## src/rtl/mem_arbiter.sv

```systemverilog
// Shares one memory port between instruction fetch and data load/store.
// Round-robin arbitration on ties, fixed MEM_LATENCY busy cycles, one-cycle ready pulse.
module mem_arbiter #(
  parameter int unsigned MEM_LATENCY = 2
) (
  input  logic        clk,
  input  logic        rst,
  input  logic        if_req,
  input  logic [31:0] if_addr,
  output logic [31:0] if_rdata,
  output logic        if_ready,
  input  logic        d_rd,
  input  logic        d_wr,
  input  logic [31:0] d_addr,
  input  logic [31:0] d_wdata,
  input  logic [2:0]  d_funct3,
  output logic [31:0] d_rdata,
  output logic        d_ready,
  output logic        mem_en,
  output logic        mem_we,
  output logic [31:0] mem_addr,
  output logic [31:0] mem_wdata,
  output logic [2:0]  mem_funct3,
  input  logic [31:0] mem_rdata,
  output logic        stall
);

  typedef enum logic [1:0] {
    IDLE    = 2'd0,
    BUSY_IF = 2'd1,
    BUSY_D  = 2'd2,
    DONE    = 2'd3
  } state_t;

  localparam logic [3:0] CNT_LOAD = 4'(MEM_LATENCY - 32'd1);

  state_t      state_r;
  logic [3:0]  cnt_r;
  logic        last_data_r;
  logic        we_r;
  logic        mem_en_r;
  logic        mem_we_r;
  logic        if_ready_r;
  logic        d_ready_r;
  logic [31:0] addr_r;
  logic [31:0] wdata_r;
  logic [2:0]  funct3_r;
  logic [31:0] if_rdata_r;
  logic [31:0] d_rdata_r;

  logic        d_req_s;
  logic        grant_d_s;

  assign d_req_s   = d_rd | d_wr;
  // Data wins unless fetch is also waiting and data was served last.
  assign grant_d_s = d_req_s & ~(if_req & last_data_r);

  // Arbitration FSM with latched access parameters and registered handshake outputs.
  always_ff @(posedge clk or negedge rst) begin
    if (!rst) begin
      state_r     <= IDLE;
      cnt_r       <= 4'd0;
      last_data_r <= 1'b0;
      we_r        <= 1'b0;
      mem_en_r    <= 1'b0;
      mem_we_r    <= 1'b0;
      if_ready_r  <= 1'b0;
      d_ready_r   <= 1'b0;
      addr_r      <= 32'd0;
      wdata_r     <= 32'd0;
      funct3_r    <= 3'd0;
      if_rdata_r  <= 32'd0;
      d_rdata_r   <= 32'd0;
    end else begin
      case (state_r)
        IDLE: begin
          if_ready_r <= 1'b0;
          d_ready_r  <= 1'b0;
          if (grant_d_s) begin
            state_r     <= BUSY_D;
            cnt_r       <= CNT_LOAD;
            last_data_r <= 1'b1;
            addr_r      <= d_addr;
            wdata_r     <= d_wdata;
            funct3_r    <= d_funct3;
            we_r        <= d_wr;
            mem_en_r    <= 1'b1;
            mem_we_r    <= d_wr;
          end else if (if_req) begin
            state_r     <= BUSY_IF;
            cnt_r       <= CNT_LOAD;
            last_data_r <= 1'b0;
            addr_r      <= if_addr;
            funct3_r    <= 3'b010;
            we_r        <= 1'b0;
            mem_en_r    <= 1'b1;
            mem_we_r    <= 1'b0;
          end else begin
            state_r  <= IDLE;
            mem_en_r <= 1'b0;
            mem_we_r <= 1'b0;
          end
        end
        BUSY_IF: begin
          if (cnt_r == 4'd0) begin
            if_rdata_r <= mem_rdata;
            if_ready_r <= 1'b1;
            mem_en_r   <= 1'b0;
            mem_we_r   <= 1'b0;
            state_r    <= DONE;
          end else begin
            cnt_r <= cnt_r - 4'd1;
          end
        end
        BUSY_D: begin
          if (cnt_r == 4'd0) begin
            if (!we_r) begin
              d_rdata_r <= mem_rdata;
            end
            d_ready_r <= 1'b1;
            mem_en_r  <= 1'b0;
            mem_we_r  <= 1'b0;
            state_r   <= DONE;
          end else begin
            cnt_r <= cnt_r - 4'd1;
          end
        end
        DONE: begin
          if_ready_r <= 1'b0;
          d_ready_r  <= 1'b0;
          mem_en_r   <= 1'b0;
          mem_we_r   <= 1'b0;
          state_r    <= IDLE;
        end
        default: begin
          state_r    <= IDLE;
          cnt_r      <= 4'd0;
          if_ready_r <= 1'b0;
          d_ready_r  <= 1'b0;
          mem_en_r   <= 1'b0;
          mem_we_r   <= 1'b0;
        end
      endcase
    end
  end

  assign mem_en     = mem_en_r;
  assign mem_we     = mem_we_r;
  assign mem_addr   = addr_r;
  assign mem_wdata  = wdata_r;
  assign mem_funct3 = funct3_r;
  assign if_rdata   = if_rdata_r;
  assign d_rdata    = d_rdata_r;
  assign if_ready   = if_ready_r;
  assign d_ready    = d_ready_r;
  assign stall      = (if_req & ~if_ready_r) | (d_req_s & ~d_ready_r);

endmodule

```

## config.mk

```make
export PLATFORM = sky130hd
export DESIGN_NAME = mem_arbiter
export DESIGN_NICKNAME = d
export VERILOG_FILES = /design/src/rtl/mem_arbiter.sv
export SDC_FILE = /design/constraint.sdc
export NUM_CORES = 1
export LEC_CHECK = 0
export CAP_MARGIN = 20
export CORE_UTILIZATION = 38
export DETAILED_ROUTE_END_ITERATION = 8
export PLACE_DENSITY = 0.77
export SYNTH_ARGS = -nofsm -noshare
export SYNTH_HDL_FRONTEND = slang
export SYNTH_SLANG_ARGS = --single-unit
```

## constraint.sdc

```tcl
create_clock -name clk -period 1.8 [get_ports clk]
set_input_delay 0.18 -clock clk [delete_from_list [all_inputs] [get_ports clk]]
set_output_delay 0.18 -clock clk [all_outputs]
set_load 0.02 [all_outputs]
```

==> impl_metrics.yaml <==
outcome:
  outcome: "finished, final reports clean"
die:
  die_y_um: 127
  die_x_um: 127
  row_count: 45
  pin_count: 272
  start_util_pct: 39.0
  dieArea_um2: 16200
  core_um2: 15300
final_layout:
  syn2layout_area_growth_pct: 66.3
  multiInputGateArea_um2: 2270
  regArea_um2: 3580
  drive_gt1_share_pct: 20.8
  fill_cells: 1162
  nets: 873
  antenna_cells: 0
pwr:
  power_leakage_nw: 4.28
  ir_worst_vdd_mv: 0.908
  total_power_mw: 18.9
  pwr_density_cell_nw_per_um2: 1910
setup_path:
  rr_endpoint: "cnt_r[0]"
  critPathMaxFanout: 4
  rrSetupSlack_ps: 90
  worstPathArrival_ps: 2030
  crit_path_start_kind: "register"
  crit_start: "state_r[0]"
  crit_required_ps: 2120
  r2r_cells: 5
  crit_type: "register to register"
  cp-end-kind: "register"
  reg2reg_from: "state_r[0]"
run:
  maxCapViolCount: 0
detailed_routing:
  drt_first_pass_iters: 4
  avgViaCountPerCell: 4.78
  routed-via-count: 4560
  wl_um: 15700
  drtIter0Drc: 116
  ant_nets: 0
  wl_per_cell_um: 16.5
  remaining_drc_errors: 0
timing:
  clock_skew_ps: 6.78
  slew_violations: 0
  worst_pin_slew_ps: 540
  rsz0062_at_grt: "no"
  fmax_ghz: 0.584
  fin_crit_sh_pct: 95.2
  setup_viol_count_final: 0
  setup_ws_ps: 86.7
  final_hold_viol_count: 0
  post-route-min-period_ps: 1710
  slew_headroom_pct: 64.0
synth:
  yosysUniqueCellTypes: 39
  syn_area_per_cell_um2: 13.8
  synth_area_um2: 5950
  synthCells: 430
  synth_seq_area_share_pct: 60.1
  synth_warnings: 0
  syn_nets: 573
  ys_seq_elements: 143
place:
  gp_congestion: 0.795
  hpwlAfterDp_um: 11400
  place_ws_ps: -63.5
  numPortBuffers: 271
clocking:
  clkSlewWorstSetupHoldPaths_ps: 60
  cts-buffers-inserted: 17
  clock_latency_ps: 410
  htreeDepth: 4
  cts-root-buf: "clkbuf_16"
  clockBufferDepth: 2
  cts.sinks: 143
  cts_tree: "yes"
grt:
  antenna_found_initial: 0
  overflow: 0
  grt_first_pass_wirelength_um: 24700
  gr-usage-all-layers_pct: 20.1
  grt_max_degree: 56
  grt_pass1_vias: 4835
hold_path:
  hold_class: "input pin to asynchronous set/reset pin"
-- kinds of logic (layout without fill, tap and decap cells) --
family / after synthesis / after routing / synth area share [%]
buffers and inverters: 31 / 343 / 3.13
AOI/OAI and AO/OA: 56 / 56 / 5.65
adders and majority gates: 7 / 7 / 1.47
DFF: 143 / 143 / 60.1
muxes: 128 / 128 / 23.9
and+or+nand+nor: 65 / 65 / 5.70
-- cells in the final DEF (no fill, tap or decap), types with 3 or more instances in the layout --
cell type / instances
nand3_1: 9
buf_12: 9
inv_2: 3
clkbuf_16: 17
mux2_2: 67
o21ai_0: 39
inv_1: 4
nand2_1: 39
bufinv_16: 5
dfrtp_1: 143
mux2i_1: 32
clkdlybuf4s50_1: 269
mux2_1: 22
nor2_1: 3
buf_4: 22
ha_1: 5
mux2_4: 7
-- cell usage after synthesis --
cell	n	area, um2
a21oi_1	2	10.0
a221oi_1	2	17.5
a2bb2oi_1	2	17.5
a311oi_1	1	8.76
a32o_1	2	20.0
buf_2	8	40.0
buf_4	4	30.0
buf_6	6	67.6
clkbuf_1	6	22.5
dfrtp_1	143	3580
ha_1	7	87.6
inv_1	7	26.3
mux2_1	22	248
mux2_2	68	766
mux2_4	6	90.1
mux2i_1	32	320
nand2_1	39	146
nand2_4	1	11.3
nand3_1	9	45.0
nand3b_4	1	20.0
nand4b_1	1	8.76
nor2_1	3	11.3
nor2b_1	1	6.26
nor3_1	1	5.00
nor3b_4	1	18.8
nor4_1	1	6.26
nor4b_2	1	15.0
nor4bb_1	1	10.0
o211a_1	1	10.0
o211ai_1	2	15.0
o21ai_0	39	195
o22ai_1	1	6.26
o2bb2ai_1	1	8.76
o31ai_1	2	15.0
o31ai_2	1	12.5
or2_2	1	6.26
or3_1	2	12.5
or3b_2	1	8.76
or4_1	1	7.51
-- how the worst max path moves through the flow --
stage | to | cells past startpoint
after floorplan | if_rdata[10] | 6
after global routing | if_ready | 1
after detailed placement | mem_addr[31] | 6
after CTS | if_rdata[29] | 7
after global placement | stall | 4
final | cnt_r[0] | 5
-- cell type report --
cell class                      instances  area share (%)
Inverter                                7           0.265
Timing Repair Buffer                  305            31.4
Clock inverter                         13            2.12
Tap cell                              211            2.67
Sequential cell                       143            36.2
Clock buffer                           18            4.44
Multi-Input combinational cell        256            23.0
-- state kept, by name, summed over array words and instances (netlist names) --
name         cells
last_data_r      1
state_r          2
mem_we           1
if_rdata        32
mem_funct3       3
we_r             1
cnt_r            4
if_ready         1
mem_wdata       32
mem_en           1
mem_addr        32
d_ready          1
d_rdata         32
-- critical path: stages (launching register included) --
cell      delay (ps)
dfrtp_1          420
inv_1            120
ha_1             290
nor4b_4          170
or2_2            330
a221oi_2         290
-- per-layer routing --
metal / wire length (um) / GRT usage, %
met1: 6340 / 22.1
met2: 7830 / 35.6
met3: 1270 / 6.91
met4: 276 / 8.05
met5: 6 / 0
-- per-stage QoR --
| stage | TNS, ps | hold slack (ps) | util (%) | std cells | instance area [um2] |
|---|---|---|---|---|---|
| 6_report | 0 | 303 | 64.9 | 953 | 9900 |
| 5_1_grt | 0 | 320 | 64.9 | 953 | 9900 |
| 4_1_cts | 0 | 304 | 64.9 | 954 | 9900 |
| 3_3_place_gp | -4.71 | 176 | 59.5 | 911 | 9080 |
| 3_5_place_dp | -1640 | 185 | 59.5 | 911 | 9080 |
| 2_1_floorplan | 0 | -116 | - | 430 | 5950 |
-- what timing repair did --
action,in CTS,in global routing
hold endpoints to repair,51,0
gates resized for setup,7,7
buffers inserted,9,1
pin swaps,0,1
setup endpoints to repair,33,28
hold buffers,1,0
cloned,2,0
-- power by group --
part / switching (mW) / internal, mW
registers: 0.904 / 4.84
logic: 4.45 / 4.87
clock network: 1.35 / 2.49
Power figures use the tool's default switching activity.
